**src/rtl/sw_sb_irq_ctrl.sv**
```systemverilog
// Switch-bank controller: synchronizes and debounces 16 switches, latches change flags and
// raises a maskable interrupt with a request/return handshake. Bus-mapped register file.
module sw_sb_irq_ctrl #(
   parameter logic [15:0] DEBOUNCE_RST = 16'd1000
) (
   input  logic        clk_i,
   input  logic        rst_ni,
   input  logic        req_i,
   input  logic        write_enable_i,
   input  logic [31:0] addr_i,
   input  logic [31:0] write_data_i,
   output logic [31:0] read_data_o,
   input  logic [15:0] sw_i,
   output logic        interrupt_request_o,
   input  logic        interrupt_return_i
);

   typedef enum logic [1:0] {
      StIdle = 2'd0,
      StPend = 2'd1,
      StHold = 2'd2
   } state_e;

   localparam logic [2:0] AddrData   = 3'd0;
   localparam logic [2:0] AddrFlags  = 3'd1;
   localparam logic [2:0] AddrMask   = 3'd2;
   localparam logic [2:0] AddrPeriod = 3'd3;
   localparam logic [2:0] AddrStatus = 3'd4;

   state_e      state_q, state_d;
   logic [15:0] sync1_q, sync_q;
   logic [15:0] deb_q, deb_d;
   logic [15:0] cnt_q, cnt_d;
   logic [15:0] flags_q, flags_d;
   logic [15:0] mask_q, mask_d;
   logic [15:0] period_q, period_d;
   logic [31:0] read_data_q, read_data_d;

   logic        wr_en, rd_en, changed, commit;
   logic [2:0]  sel;
   logic [15:0] n_eff, w1c_bits, set_bits;
   logic        unused_bits;

   assign sel    = addr_i[4:2];
   assign wr_en  = req_i & write_enable_i;
   assign rd_en  = req_i & ~write_enable_i;
   assign unused_bits = ^{addr_i[31:5], addr_i[1:0], write_data_i[31:16]};

   // A change is seen on the edge where the second stage picks up a new value.
   assign changed = (sync1_q != sync_q);
   assign n_eff   = (period_q == 16'd0) ? 16'd1 : period_q;
   assign commit  = !changed && (cnt_q == n_eff - 16'd1) && (sync_q != deb_q);

   assign w1c_bits = (wr_en && sel == AddrFlags) ? write_data_i[15:0] : 16'd0;
   assign set_bits = commit ? (sync_q ^ deb_q) : 16'd0;

   always_comb begin
      cnt_d    = cnt_q;
      deb_d    = deb_q;
      mask_d   = mask_q;
      period_d = period_q;
      if (wr_en && sel == AddrPeriod) begin
         period_d = write_data_i[15:0];
         cnt_d    = 16'd0;
      end else if (changed) begin
         cnt_d = 16'd0;
      end else if (cnt_q != 16'hFFFF) begin
         cnt_d = cnt_q + 16'd1;
      end
      if (commit) begin
         deb_d = sync_q;
      end
      if (wr_en && sel == AddrMask) begin
         mask_d = write_data_i[15:0];
      end
      // Set after clear so a same-cycle commit wins over the W1C.
      flags_d = (flags_q & ~w1c_bits) | set_bits;
   end

   always_comb begin
      read_data_d = read_data_q;
      if (rd_en) begin
         case (sel)
            AddrData:   read_data_d = {16'd0, deb_q};
            AddrFlags:  read_data_d = {16'd0, flags_q};
            AddrMask:   read_data_d = {16'd0, mask_q};
            AddrPeriod: read_data_d = {16'd0, period_q};
            AddrStatus: read_data_d = {30'd0, state_q};
            default:    read_data_d = 32'd0;
         endcase
      end
   end

   always_comb begin
      state_d             = state_q;
      interrupt_request_o = 1'b0;
      case (state_q)
         StIdle: begin
            if (|(flags_q & mask_q)) begin
               state_d = StPend;
            end
         end
         StPend: begin
            interrupt_request_o = 1'b1;
            if (interrupt_return_i) begin
               state_d = StHold;
            end
         end
         StHold:  state_d = StIdle;
         default: state_d = StIdle;
      endcase
   end

   always_ff @(posedge clk_i or negedge rst_ni) begin
      if (!rst_ni) begin
         state_q     <= StIdle;
         sync1_q     <= 16'd0;
         sync_q      <= 16'd0;
         deb_q       <= 16'd0;
         cnt_q       <= 16'd0;
         flags_q     <= 16'd0;
         mask_q      <= 16'd0;
         period_q    <= DEBOUNCE_RST;
         read_data_q <= 32'd0;
      end else begin
         state_q     <= state_d;
         sync1_q     <= sw_i;
         sync_q      <= sync1_q;
         deb_q       <= deb_d;
         cnt_q       <= cnt_d;
         flags_q     <= flags_d;
         mask_q      <= mask_d;
         period_q    <= period_d;
         read_data_q <= read_data_d;
      end
   end

   assign read_data_o = read_data_q;

endmodule

```
**config.mk**
```make
export PLATFORM = sky130hd
export DESIGN_NAME = sw_sb_irq_ctrl
export DESIGN_NICKNAME = d
export VERILOG_FILES = /design/src/rtl/sw_sb_irq_ctrl.sv
export SDC_FILE = /design/constraint.sdc
export NUM_CORES = 1
export LEC_CHECK = 0
export CORE_MARGIN = 1
export CORE_UTILIZATION = 45
export DETAILED_ROUTE_END_ITERATION = 8
export GPL_ROUTABILITY_DRIVEN = 0
export GPL_TIMING_DRIVEN = 0
export PLACE_DENSITY = 0.7
export SLEW_MARGIN = 0
export SYNTH_ARGS = -nofsm -noshare
export SYNTH_HDL_FRONTEND = slang
export SYNTH_SLANG_ARGS = --single-unit
```
**constraint.sdc**
```tcl
create_clock -name clk_i -period 3.3 [get_ports clk_i]
set_input_delay 0.33 -clock clk_i [delete_from_list [all_inputs] [get_ports clk_i]]
set_output_delay 0.33 -clock clk_i [all_outputs]
set_load 0.02 [all_outputs]
```
==> run_results.csv, run 1 <==
group,metric,value,unit
critical_path,cp-endpoint,"deb_q[0]",
route,drc,0,
die,io_pins,118,
logic_synthesis,avgSynthCellArea,11.9,um2
die,die_y,120,um
timing,tns,-1000,ps
global_route,grt_max_degree,77,
critical_path,critPathMaxStageDelay,560,ps
critical_path,cpMostUsedCell,"nor4_4",
global_route,antenna_found_initial,0,
critical_path,cp-end-kind,"flop",
clock_tree,htreeDepth,4,
global_route,grt-ovfl-total,0,
logic_synthesis,synth_seq_cells,130,
status,violations,"setup timing",
global_route,first_global_vias,4673,
layout,diodes,0,
placed_design,portBuffers,55,
critical_path,cp.required,3610,ps
critical_path,crit_type,"flop to flop",
timing,worst_pin_slew,923,ps
critical_path,cp_num_cells,12,
critical_path,path_buf_inv,1,
critical_path,crit_path_cell_trace,"nor4_4 > and4_4 > a21oi_2 > ha_2 > nor3b_4 > nand4_1 > xnor2_1 > o2111ai_2 > nor4_4 > o2111ai_4 > clkbuf_16 > mux2_4",
clock_tree,clk_path_buf_depth,2,
clock_tree,cts_root_buffer,"clkbuf_16",
placed_design,dp_hpwl,11.2,mm
global_route,track_usage,23.5,%
clock_tree,clk_pin_slew,60,ps
clock_tree,cts_sinks,130,
critical_path,reg2reg_slack,-90,ps
timing,period_minus_slack,3390,ps
logic_synthesis,ys_seq_area_share,51.6,%
die,die-width,120,um
timing,maxSlewHeadroom,38.5,%
status,status,"finished with violations",
critical_path,crit_family,"simple AND/OR/NAND/NOR gates",
critical_path,path_max_fanout,6,
route,highest_layer,"met4",
logic_synthesis,synth_edf_count,0,
critical_path,start_kind,"flop",
layout,synthToLayoutAreaGrowth,26.2,%
die,initial_core_util,46.9,%
power_and_ir_drop,vdd_drop_max,0.000385,V
critical_path,r2r_end,"deb_q[0]",
timing,rsz0062_at_grt,"yes",
clock_tree,clk_latency,420,ps
logic_synthesis,synth_warnings,0,
timing,clock_skew,7.78,ps
timing,fmax,295,MHz
layout,finalInstanceArea,0.00797,mm2
critical_path,reg2reg_from,"period_q[9]",
power_and_ir_drop,p_leak,0.00337,uW
layout,num-nets-final,717,
layout,drive_above_1_share,25.2,%
route,dr_wl_met2,7.73,mm
route,first_iter_violations,410,
logic_synthesis,synth_area,0.00632,mm2
route,met1Wirelength,6.67,mm
route,vias,4726,
layout,final_core_util,59.3,%
route,antenna_left,0,
timing,hold_viol,0,
placed_design,post_dp_cell_area,0.00719,mm2
power_and_ir_drop,power_density,590,mW/mm2
route,wl_met3,1.16,mm
logic_synthesis,synth.distinct_cells,56,
timing,fin_crit_sh,103,%
route,wl_per_cell,19.5,um
timing,setup_viol,16,
route,drtPass1Iterations,5,
logic_synthesis,syn_inst,529,
critical_path,crit_slowest_cell,"dfstp_2",
die,core-area,0.0135,mm2
flow_run,cap_violations,0,
timing,drv_slew,0,
die,rows,42,
critical_path,critical_path.startpoint,"period_q[9]",
route,drt_wl_total,15.9,mm
hold_path,hp-class,"primary input to flop",
critical_path,cp.arrival,3690,ps
logic_synthesis,synth_ff_type,"dfrtp_1",
critical_path,worst-r2r-cell-count,12,
logic_synthesis,ys_async_sr_fraction,100,%
route,vias_per_cell,5.77,
clock_tree,cts_buffers,17,
die,die_area,0.0145,mm2
power_and_ir_drop,finalPower,4700,uW
global_route,grt_pass1_wl,25.2,mm
timing,fin_ws,-88.4,ps
clock_tree,cts_tree,"built",
## flip-flops by register name, indices dropped and copies added, names as in the netlist
| signal | cells |
|---|---|
| cnt_q | 16 |
| deb_q | 16 |
| flags_q | 16 |
| mask_q | 16 |
| period_q | 16 |
| read_data_o | 16 |
| sync1_q | 16 |
| sync_q | 16 |
| state_q | 2 |
## routing by layer
| layer | vias to the layer above | GRT usage (%) |
|---|---|---|
| li1 | 2098 | - |
| met1 | 2365 | 30.5 |
| met2 | 224 | 37.1 |
| met3 | 39 | 5.85 |
| met4 | 0 | 11.3 |
| met5 | - | 0 |
## worst reg2reg max path, stage by stage, from the launching register on
cell and delay (ps):
dfstp_2 560, nor4_4 60, and4_4 210, a21oi_2 130, ha_2 200, nor3b_4 280
nand4_1 210, xnor2_1 280, o2111ai_2 200, nor4_4 320, o2111ai_4 270, clkbuf_16 260
mux2_4 290
## cell families (layout without fill, tap and decap cells)
kind of cell | Yosys count | in the layout | synth area share (%)
AO/OA/AOI/OAI | 70 | 70 | 7.51
AND/OR/NAND/NOR | 159 | 159 | 13.2
multiplexers | 69 | 69 | 15.6
other | 1 | 16 | 0.0594
XOR/XNOR | 57 | 57 | 7.90
flip-flops | 130 | 130 | 51.6
buffers and inverters | 41 | 140 | 3.76
adder cells (fa/ha/maj) | 2 | 2 | 0.396
## area by class of cell
cell class / instances / area, um2
flip-flops and latches: 130 / 3260
well taps: 176 / 220
fillers: 1114 / 5480
multi-input cells: 373 / 2990
clock inverters: 14 / 128
plain buffers: 36 / 225
clock buffers: 18 / 429
repair buffers: 70 / 712
inverters: 2 / 7.51
## Yosys cell counts (all sizes together), types with 14 or more instances
master  instances  area [um2]
mux2           48         593
nor2           25         101
xor2           15         131
o21ai          28         140
a22o           15         131
nand2          53         199
nand4          15        93.8
xnor2          42         368
buf            23         170
mux4           14         319
dfrtp         124        3100
clkbuf         16        60.1
## worst min path at each step
stage | startpoint | to | slack [ps] | depth (start not counted)
2_1_floorplan | rst_ni | cnt_q[0] | 30 | 0
3_3_place_gp | sync1_q[4] | sync_q[4] | 380 | 0
3_5_place_dp | rst_ni | period_q[11] | 330 | 1
4_1_cts | sw_i[10] | sync1_q[10] | 330 | 1
5_1_grt | sw_i[4] | sync1_q[4] | 330 | 1
6_report | sw_i[15] | sync1_q[15] | 340 | 1
## repair_timing
| item | in CTS | in global routing |
|---|---|---|
| endpoints found under the setup margin | 32 | 32 |
| endpoints found under the hold margin | 50 | 0 |
| hold buffers | 1 | 0 |
| resized for setup | 21 | 10 |
| buffers inserted | 11 | 1 |
| pin swaps | 6 | 5 |
| gates cloned | 1 | 0 |
## power by group
| part | internal [uW] | switching [uW] |
|---|---|---|
| Clock | 1040 | 737 |
| Sequential | 1800 | 217 |
| Combinational | 463 | 442 |
## metrics by stage
stage	cells	hold slack (ps)	worst slack, ps
floorplan	544	34.4	103
global placement	775	380	-3040
detailed placement	776	332	-535
CTS	818	328	-163
global route	819	334	-162
finish	819	343	-88.4
## cells in the final DEF (no fill, tap or decap), drive strengths merged, types with 7 or more instances in the layout
| cell type | netlist | layout |
|---|---|---|
| inv | 2 | 8 |
| a21oi | 7 | 7 |
| nor3 | 10 | 10 |
| nor2 | 25 | 25 |
| clkdlybuf4s50 | 0 | 54 |
| o21ai | 28 | 28 |
| a22o | 15 | 15 |
| xor2 | 15 | 15 |
| nand2 | 53 | 53 |
| nand3 | 11 | 11 |
| mux2i | 7 | 7 |
| conb | 1 | 16 |
| clkbuf | 16 | 33 |
| mux4 | 14 | 14 |
| nor4 | 10 | 10 |
| mux2 | 48 | 48 |
| xnor2 | 42 | 42 |
| buf | 23 | 36 |
| dfrtp | 124 | 124 |
| nand4 | 15 | 15 |
| and3 | 9 | 9 |
Note: power is estimated with default switching activity, not from simulation.
==> run 2, diff against run 1 <==
--- a/config.mk
+++ b/config.mk
@@ -7,11 +7,13 @@
 export LEC_CHECK = 0
 export CORE_MARGIN = 1
 export CORE_UTILIZATION = 45
+export CTS_CLUSTER_SIZE = 10
 export DETAILED_ROUTE_END_ITERATION = 8
 export GPL_ROUTABILITY_DRIVEN = 0
 export GPL_TIMING_DRIVEN = 0
 export PLACE_DENSITY = 0.7
-export SLEW_MARGIN = 0
+export SLEW_MARGIN = 20
 export SYNTH_ARGS = -nofsm -noshare
 export SYNTH_HDL_FRONTEND = slang
 export SYNTH_SLANG_ARGS = --single-unit
+export TNS_END_PERCENT = 30
==> run 2 against run 1 <==
  * Wire length up 1.6%
  * The run still ends with setup timing left
  * Die area unchanged
  * Cell count is 0.49% higher
  * Total power grew 1.2%
  * First-iteration DRC count grew 26%
  * Hold slack got worse by 8.0 ps
  * Clock skew increased by 2.7 ps
  * Critical endpoint is now deb_q[4]
  * Largest cell class unchanged
  * Utilization increased by 0.66 points
==> run_results.csv, run 2 (same netlist as run 1, synthesis figures left out) <==
group,metric,value,unit
status,status,"finished with violations",
status,violations,"setup timing",
power_and_ir_drop,vdd_drop_max,0.000383,V
die,rows,42,
placed_design,post_dp_cell_area,0.00720,mm2
timing,maxSlewHeadroom,40.7,%
timing,rsz0062_at_grt,"yes",
clock_tree,clk_path_buf_depth,2,
route,vias_per_cell,5.74,
route,drt_wl_total,16.2,mm
die,initial_core_util,46.9,%
placed_design,portBuffers,55,
critical_path,start_kind,"flop",
layout,drive_above_1_share,26.7,%
route,vias,4725,
clock_tree,cts_sinks,130,
placed_design,post-place-ws,-567,ps
route,wl_per_cell,19.7,um
clock_tree,clk_pin_slew,60,ps
power_and_ir_drop,p_leak,0.00340,uW
layout,num-nets-final,721,
die,die-width,120,um
clock_tree,clk_latency,430,ps
clock_tree,cts_buffers,17,
die,io_pins,118,
critical_path,cp.required,3610,ps
critical_path,cp-end-kind,"flop",
timing,clock_skew,10.5,ps
clock_tree,cts_root_buffer,"clkbuf_16",
die,die_area,0.0145,mm2
route,drc,0,
global_route,grt-ovfl-total,0,
layout,final_common_cell,"dfrtp_1",
timing,fin_crit_sh,107,%
global_route,track_usage,23.8,%
global_route,antenna_found_initial,0,
route,drtPass1Iterations,5,
global_route,grt_max_degree,77,
route,first_iter_violations,517,
timing,worst_pin_slew,890,ps
critical_path,path_max_fanout,6,
clock_tree,htreeDepth,4,
timing,drv_slew,0,
die,core-area,0.0135,mm2
clock_tree,cts_tree,"built",
layout,diodes,0,
global_route,first_global_vias,4625,
die,die_y,120,um
layout,synthToLayoutAreaGrowth,27.7,%
global_route,grt_pass1_wl,25.4,mm
power_and_ir_drop,power_density,590,mW/mm2
hold_path,hp-class,"primary input to flop",
layout,final_cell_mix,"dfrtp_1 (120), clkdlybuf4s50_1 (54), nand2_1 (53)",
timing,period_minus_slack,3540,ps
timing,fmax,283,MHz
critical_path,cp.arrival,3850,ps
timing,fin_ws,-240,ps
layout,finalInstanceArea,0.00806,mm2
timing,setup_viol,32,
critical_path,crit_type,"flop to flop",
timing,hold_viol,0,
placed_design,dp_hpwl,11.2,mm
flow_run,cap_violations,0,
route,antenna_left,0,
[run 2: cell types whose count changed in the layout (fill, tap and decap cells not counted), sizes merged]
cell,before,now
buf,36,41
clkinv,3,2
[run 2: cell type report]
cell class | instances | area, um2
clock buffer | 19 | 453
inverter | 2 | 7.51
tap | 176 | 220
multi-input combinational | 373 | 3010
buffer | 35 | 231
timing repair buffer | 75 | 749
clock inverter | 13 | 123
fill | 1064 | 5390
sequential | 130 | 3270
[run 2: per-layer routing]
metal	up-vias	wire length [um]	track usage, %
li1	2103	-	-
met1	2338	6660	30.4
met2	233	7790	37.6
met3	51	1250	6.08
met4	0	489	11.8
met5	-	0	0
[run 2: worst paths after layout]
kind,slack [ps],cells after the start,startpoint,to
worst max register to register,-240,13,period_q[5],deb_q[4]
max in group asynchronous,2080,3,rst_ni,period_q[3]
worst max-delay path,-240,13,period_q[5],deb_q[4]
worst min-delay path,330,1,sw_i[1],sync1_q[1]
worst min register to register,390,0,sync1_q[7],sync_q[7]
min in group asynchronous,430,2,rst_ni,read_data_o[11]
[run 2: where the power goes]
group          total [uW]  switching (uW)  internal (uW)  leakage, uW
Sequential           2020             221           1800      0.00162
Combinational         910             446            464      0.00151
Clock                1830             741           1080     0.000274
[run 2: timing repair]
action | in CTS | in global routing
hold buffers | 1 | 0
buffers inserted | 14 | 3
resized for setup | 34 | 20
setup endpoints to repair | 32 | 32
pin swaps | 9 | 12
gates cloned | 2 | 0
endpoints found under the hold margin | 50 | 0
[run 2: per-stage QoR]
stage	hold slack, ps	total power (uW)	TNS [ps]	cells	util (%)
global placement	380	2800	-395660	775	53.2
CTS	325	4730	-5250	822	59.7
global route	333	4930	-7500	823	59.9
detailed placement	331	2840	-15400	776	53.5
floorplan	34.4	2500	0	544	-
finish	335	4760	-4870	823	59.9
[run 2: critical path: stages, from the launching register on]
cell	delay, ps
dfstp_2	570
nor4_4	60
and4_4	190
a21oi_2	140
ha_2	210
nor3b_4	300
nand4_1	210
or3_4	470
xnor2_4	150
nor4_4	210
o2111ai_4	260
buf_6	200
buf_8	130
mux2_4	290
==> run 3, diff against run 2 <==
--- a/config.mk
+++ b/config.mk
@@ -12,6 +12,7 @@
 export GPL_ROUTABILITY_DRIVEN = 0
 export GPL_TIMING_DRIVEN = 0
 export PLACE_DENSITY = 0.7
+export REMOVE_ABC_BUFFERS = 1
 export SLEW_MARGIN = 20
 export SYNTH_ARGS = -nofsm -noshare
 export SYNTH_HDL_FRONTEND = slang
==> run 3 against run 2 <==
  * The flow still finishes with violations (setup timing)
  * Clock-buffer cell count is 5 higher
  * Combinational power is 8.0% lower
  * Flip-flop and latch count stayed put
  * Cell count is 4.4% lower
  * Via count is 3.8% lower
  * Global-route usage is 1.5 points lower
  * Final area is 2.7% lower
  * Clock power is 8% higher
  * First-iteration DRC count is 25% lower
  * Utilization is 1.6 points lower
  * Setup slack better by 51 ps
  * Non-clock buffer count is 36 lower
  * Highest routed layer unchanged
==> run_results.csv, run 3 (same netlist as run 1, synthesis figures left out) <==
group,metric,value,unit
clock_tree,htreeDepth,4,
timing,period_minus_slack,3490,ps
die,rows,42,
route,drtPass1Iterations,5,
route,antenna_left,0,
global_route,antenna_found_initial,0,
route,drt_wl_total,15.3,mm
clock_tree,cts_sinks,130,
critical_path,start_kind,"flop",
global_route,first_global_vias,4485,
critical_path,reg2reg_from,"period_q[9]",
timing,fmax,287,MHz
clock_tree,clk_pin_slew,60,ps
die,io_pins,118,
route,vias,4544,
power_and_ir_drop,switching_share,27.0,%
clock_tree,cts_root_buffer,"clkbuf_16",
timing,maxSlewHeadroom,32.1,%
critical_path,path_buf_inv,2,
status,violations,"setup timing",
critical_path,critical_path.startpoint,"period_q[9]",
critical_path,crit_path_cell_trace,"nor4_4 > and4_4 > a21oi_4 > ha_4 > nor3b_4 > nand4_1 > buf_4 > xnor2_1 > o2111ai_2 > nor4_4 > o2111ai_4 > clkbuf_16 > mux2_4",
die,die_area,0.0145,mm2
power_and_ir_drop,power_density,618,mW/mm2
clock_tree,clk_path_buf_depth,2,
timing,hold_viol,0,
layout,diodes,0,
global_route,grt_max_degree,78,
power_and_ir_drop,vdd_drop_max,0.000382,V
power_and_ir_drop,p_int,3540,uW
critical_path,crit_family,"simple AND/OR/NAND/NOR gates",
die,core-area,0.0135,mm2
route,wl_per_cell,19.4,um
global_route,grt_pass1_wl,24.0,mm
power_and_ir_drop,clockPowerShare,40.9,%
power_and_ir_drop,p_sw,1310,uW
placed_design,dp_hpwl,10.3,mm
layout,drive_above_1_share,23.4,%
route,drc,0,
timing,setup_viol,30,
layout,stdcell_count,787,
global_route,track_usage,22.3,%
critical_path,cp.arrival,3790,ps
placed_design,dpl.cell_count,742,
layout,n_fill_cell,1100,
critical_path,cpMostUsedCell,"nor4_4",
power_and_ir_drop,combPwrFrac,17.3,%
clock_tree,cts_tree,"built",
timing,clock_skew,8.15,ps
route,first_iter_violations,388,
critical_path,crit_type,"flop to flop",
status,status,"finished with violations",
timing,fin_crit_sh,106,%
layout,final_cell_mix,"dfrtp_1 (120), nand2_1 (53), clkdlybuf4s50_1 (53)",
power_and_ir_drop,p_seq_share,41.8,%
hold_path,min_from,"sw_i[1]",
critical_path,critPathMaxStageDelay,590,ps
timing,worst_pin_slew,1020,ps
critical_path,path_max_fanout,6,
hold_path,hp-class,"primary input to flop",
die,initial_core_util,46.9,%
timing,rsz0062_at_grt,"yes",
critical_path,cp.required,3600,ps
global_route,grt-ovfl-total,0,
critical_path,cp-end-kind,"flop",
route,vias_per_cell,5.77,
layout,num-nets-final,685,
placed_design,portBuffers,56,
flow_run,cap_violations,0,
clock_tree,clk_latency,420,ps
timing,fin_ws,-188,ps
layout,synthToLayoutAreaGrowth,24.2,%
power_and_ir_drop,p_leak,0.00330,uW
timing,drv_slew,0,
die,die-width,120,um
clock_tree,cts_buffers,17,
critical_path,crit_slowest_cell,"dfstp_2",
power_and_ir_drop,finalPower,4850,uW
layout,final_common_cell,"dfrtp_1",
die,die_y,120,um
## run 3: metrics by stage
stage	setup TNS, ps	area (um2)	hold slack, ps	setup WS [ps]	utilization (%)
2_1_floorplan	-16890	6140	34.4	-620	-
3_3_place_gp	-452650	6920	377	-3040	51.5
3_5_place_dp	-25010	7020	380	-939	52.2
4_1_cts	-543	7750	335	-52.1	57.6
5_1_grt	-6650	7840	337	-264	58.3
6_report	-3950	7840	344	-188	58.3
## run 3: final cells by class
type | count | area [um2] | share of cell area [%]
clock buffer | 24 | 512 | 6.52
sequential | 130 | 3270 | 41.6
tap | 176 | 220 | 2.81
timing repair buffer | 74 | 741 | 9.44
multi-input combinational | 373 | 2980 | 37.9
inverter | 2 | 7.51 | 0.0957
clock inverter | 8 | 121 | 1.55
## run 3: routing by layer
| layer | GRT usage (%) | wire (um) | vias to the layer above |
|---|---|---|---|
| met5 | 0 | 0 | - |
| met4 | 7.41 | 248 | 0 |
| met3 | 5.14 | 1060 | 22 |
| met2 | 34.9 | 7250 | 197 |
| met1 | 30.7 | 6720 | 2304 |
| li1 | - | - | 2021 |
## run 3: worst reg2reg max path: cells and delay by family, from the launching register on
family          cells  cell delay [ps]
simple gates        5             1060
flops               1              590
compound gates      3              590
buf+inv             2              450
mux                 1              300
xor+xnor            1              240
fa+ha+maj           1              150
## run 3: repair_timing
item,CTS,global route
hold endpoints to repair,74,0
setup endpoints to repair,32,32
hold buffers,1,0
cloned,0,2
pin swaps,4,4
setup buffers,8,2
gates resized for setup,9,14
## run 3: path summary, 6_finish.rpt
check / to / slack (ps) / cells past startpoint
min in group asynchronous: cnt_q[3] / 500 / 2
min reg2reg: sync_q[7] / 390 / 0
max in group asynchronous: period_q[7] / 2020 / 3
min: sync1_q[1] / 340 / 1
max: deb_q[0] / -190 / 13
max reg2reg: deb_q[0] / -190 / 13
## run 3: power by group through the flow
stage	combinational, uW	clock (uW)	sequential [uW]
after floorplan	454	0	2000
after global placement	714	0	2050
after detailed placement	741	0	2060
after CTS	810	2000	2020
after global routing	906	2080	2050
final	837	1980	2030
==> RTL change 1 (config.mk and constraints of run 3) <==
Take the reset off `read_data_q` and load it in a clocked block of its own.
--- a/src/rtl/sw_sb_irq_ctrl.sv
+++ b/src/rtl/sw_sb_irq_ctrl.sv
@@ -123,3 +123,2 @@
          period_q    <= DEBOUNCE_RST;
-         read_data_q <= 32'd0;
       end else begin
@@ -133,4 +132,7 @@
          period_q    <= period_d;
-         read_data_q <= read_data_d;
       end
+   end
+
+   always_ff @(posedge clk_i) begin
+      read_data_q <= read_data_d;
    end
Formal check against the unedited RTL: not equivalent (Yosys sat finds a counterexample within 4 cycles, from zero or initial values and one cycle with rst_ni low).
==> RTL change 1 against run 3 <==
Cell area is 1.9% higher; sequential cell count unchanged; setup slack better by 0.23 ns; via count rose by 0.53%; first-iteration DRC count is 4.1% lower; largest power group unchanged; synthesized cell count is 1.3% lower; wire length rose by 4.4%; critical endpoint is now deb_q[7]; power shrank 1.8%; largest cell class unchanged; synthesized area rose by 0.81%.
==> RTL change 1: results (changes against run 3) <==
| Metric | Value |
|---|---|
| Hold Path End | `sync1_q[11]` |
| Synth Area in XOR/XNOR | `7.84% (-0.064 points)` |
| Slew @ Worst Pin | `1.07 ns (+0.0541 ns)` |
| GR Util met1 | `29.9% (-0.75 points)` |
| DP HPWL | `10.3 mm (-0.18%)` |
| Total track usage | `22.9% (+0.64 points)` |
| Peak VDD IR | `0.570 mV (+49%)` |
| DR vias/cell | `5.77 (-0.11%)` |
| Ys async rst share | `87.7% (-12 points)` |
| Synth cell types | `59 (+5.4%)` |
| Global routing usage on met2 | `35.8% (+0.84 points)` |
| Cts repair resizes | `22 (+13)` |
| Post CTS Setup Buffer Count | `6 (-2)` |
| Fraction of layout instances using a drive strength above 1 | `26.3% (+2.9 points)` |
| Seq/Total Area, Yosys | `52.5% (+0.84 points)` |
| WHS | `0.338 ns (-0.00572 ns)` |
| Clock Power Share | `39.7% (-1.2 points)` |
| Metal2 WL | `7.71 mm (+6.3%)` |
| Status | `finished clean` |
| Nets | `686 (+0.15%)` |
| Combinational power | `0.000860 W (+2.7%)` |
| Pleak | `3.21 nW (-2.5%)` |
| DR WL met3 | `989 microns (-7.0%)` |
| HP Start | `sw_i[11]` |
| DR iter-0 viols | `372 (-4.1%)` |
## RTL change 1: changes by cell type after synthesis, moves of 6 or more
cell,delta
a22o_1,-6
dfrtp_1,-16
nand2_1,-14
xnor2_1,-8
o21ai_0,-16
nor2b_1,+16
nor2_1,+6
xor2_1,+8
edfxtp_1,+16
## RTL change 1: cell type report
| type | count | area (sq um) |
|---|---|---|
| inverter | 4 | 15.0 |
| clock buffer | 18 | 429 |
| timing repair buffer | 81 | 790 |
| fill | 1097 | 5830 |
| multi-input combinational | 365 | 3030 |
| sequential | 130 | 3350 |
| tap | 180 | 225 |
| clock inverter | 14 | 163 |
## RTL change 1: metrics by stage
| step | util, % | std cells |
|---|---|---|
| 3_5_place_dp | 50.8 | 739 |
| 2_1_floorplan | - | 498 |
| 5_1_grt | 57.8 | 792 |
| 6_report | 57.8 | 792 |
| 3_3_place_gp | 50.4 | 734 |
| 4_1_cts | 56.5 | 779 |
==> RTL change 2 (flow settings as in run 3) <==
Made on the original files. Set the parameter `DEBOUNCE_RST` to 16'd750 (it was 16'd1000).
--- a/src/rtl/sw_sb_irq_ctrl.sv
+++ b/src/rtl/sw_sb_irq_ctrl.sv
@@ -3,3 +3,3 @@
 module sw_sb_irq_ctrl #(
-   parameter logic [15:0] DEBOUNCE_RST = 16'd1000
+   parameter logic [15:0] DEBOUNCE_RST = 16'd750
 ) (
Formal check against the unedited RTL: not equivalent (Yosys sat finds a counterexample within 4 cycles, from zero or initial values and one cycle with rst_ni low).
==> RTL change 2 against run 3 <==
The flow still finishes with violations (setup timing); power fell by 1.3%; synthesized cell count did not move; cell area barely moved; clock skew barely moved; wire length rose by 3.9%; hold slack improved by 0.0053 ns; setup slack improved by 0.061 ns; combinational power rose by 2%; critical path depth fell by 1; sequential share of layout area barely moved; sequential cell count did not move; synthesized area barely moved; critical path type unchanged; largest power group unchanged.
==> RTL change 2: results (changes against run 3) <==
| Metric | Value |
|---|---|
| Worst r2r src | `period_q[6]` |
| FF-to-FF path depth | `12 (-1)` |
| Synth Area in Compound Gates | `7.51% (about the same)` |
| DRT Pass-1 Iters | `5 (unchanged)` |
| First-pass GRT wire length | `25.6 mm (+6.5%)` |
| Total track usage | `23.7% (+1.4 points)` |
| Antenna diode count | `0 (unchanged)` |
| Area contributors post-synth | `dfrtp_1 (49%), mux2_2 (6.1%), xnor2_1 (5.8%)` |
| DP HPWL | `10.6 mm (+3.0%)` |
| Nets | `689 (+0.58%)` |
| Pleak | `3.29 nW (-0.18%)` |
| Setup crit end | `deb_q[10]` |
| Maximum clock path buffer count | `2 (unchanged)` |
| Post CTS Setup Buffer Count | `8 (unchanged)` |
| Cts repair resizes | `10 (+1)` |
| Top cells by count, synth | `dfrtp_1 (123), nand2_1 (53), xnor2_1 (42)` |
| Synth cell types | `56 (unchanged)` |
| Seq/Total Area, Yosys | `51.6% (about the same)` |
| Largest net degree at the start of global routing | `84 (+7.7%)` |
| IO buf count | `56 (unchanged)` |
| Clk slew on worst S/H paths | `0.06 ns (about the same)` |
| Clock Power Share | `39.6% (-1.3 points)` |
| DR vias/cell | `5.77 (-0.13%)` |
| Vias in the first global route | `4806 (+7.2%)` |
| Post-Synth Adder-Cell Area | `0.396% (about the same)` |
| Ys async rst share | `100% (unchanged)` |
| Status | `finished, violations left` |
| Antenna violations before repair | `0 (unchanged)` |
| Failing checks | `setup timing` |
| Cts bufs inserted | `17 (unchanged)` |
| Switching share of power | `27.8% (+0.85 points)` |
| Final setup vio count | `16 (-47%)` |
| Combinational share of power | `17.8% (+0.5 points)` |
| H-tree level count | `4 (unchanged)` |
| Fraction of layout instances using a drive strength above 1 | `24.1% (+0.66 points)` |
| Slew @ Worst Pin | `1.12 ns (+0.107 ns)` |
| Worst hold path class | `primary input to flip-flop` |
| Avg Synthesized Cell Area | `11.9 sq um (about the same)` |
| Worst setup slack after placement | `-1.02 ns (-0.0840 ns)` |
| Arr. time, crit path | `3.72 ns (-0.07 ns)` |
| Clk root buf | `clkbuf_16` |
| FILL cells | `1088 (-1.1%)` |
| Final WL | `15.9 mm (+3.9%)` |
| Setup skew after layout | `0.00834 ns (+0.000189 ns)` |
| Cts hold-fix bufs | `1 (unchanged)` |
| Startpoint types | `flip-flop` |
| Setup TNS Final | `-1.67 ns (+2.29 ns)` |
| Placed insts | `743 (+0.13%)` |
| Cell Int Power | `0.00345 W (-2.4%)` |
| Peak VDD IR | `0.605 mV (+59%)` |
| Worst skew pair latency | `0.42 ns (about the same)` |
| Final cell count without fillers | `791 (+0.51%)` |
| DR iter-0 viols | `272 (-30%)` |
| Synth Area in XOR/XNOR | `7.90% (about the same)` |
| Yosys warns | `0 (unchanged)` |
| Final WS setup | `-0.127 ns (+0.0613 ns)` |
| Crit Path Max Fanout | `5 (-1)` |
| Mux cell area share after synthesis | `15.5% (about the same)` |
## RTL change 2: per-layer routing
metal | track usage, % | routed length, microns
met3 | 6.56 | 861
met5 | 0 | 0
met2 | 38.8 | 7970
met1 | 30.5 | 6730
met4 | 7.79 | 305
## RTL change 2: critical path: stages (launching register included)
cell,delay [ns]
dfstp_2,0.60
nor4_4,0.08
and4_4,0.19
a21oi_2,0.11
ha_2,0.19
nor3b_4,0.25
nand4_1,0.19
or3_4,0.45
xnor2_2,0.15
nor4_4,0.32
o2111ai_4,0.24
clkbuf_16,0.25
mux2_4,0.30
## RTL change 2: cell families after synthesis
family	count (synthesis)
muxes	69
adders and majority gates	2
DFF	130
buffers and inverters	41
and+or+nand+nor	159
other	1
xor gates and xnor gates	57
AOI/OAI and AO/OA	70
## RTL change 2: worst min-delay path by stage
stage                          start     endpoint  slack [ns]  depth (start not counted)
after detailed placement      rst_ni   mask_q[11]        0.30                          1
after global routing        sw_i[10]  sync1_q[10]        0.33                          1
after global placement    sync1_q[5]    sync_q[5]        0.38                          0
after floorplan               rst_ni     cnt_q[0]        0.03                          0
final                       sw_i[11]  sync1_q[11]        0.35                          1
after CTS                   sw_i[11]  sync1_q[11]        0.34                          1
## RTL change 2: cell type report
cell class | instances | area share, %
Clock buffer | 20 | 5.70
Clock inverter | 12 | 1.99
Inverter | 2 | 0.0958
Multi-Input combinational cell | 373 | 37.9
Sequential cell | 130 | 41.6
Tap cell | 176 | 2.81
Timing Repair Buffer | 78 | 9.86
## RTL change 2: through the flow
stage / cell area, sq um / hold slack (ns)
global route: 7840 / 0.333
floorplan: 6140 / 0.0344
CTS: 7740 / 0.335
global placement: 6920 / 0.379
detailed placement: 7030 / 0.304
finish: 7840 / 0.349
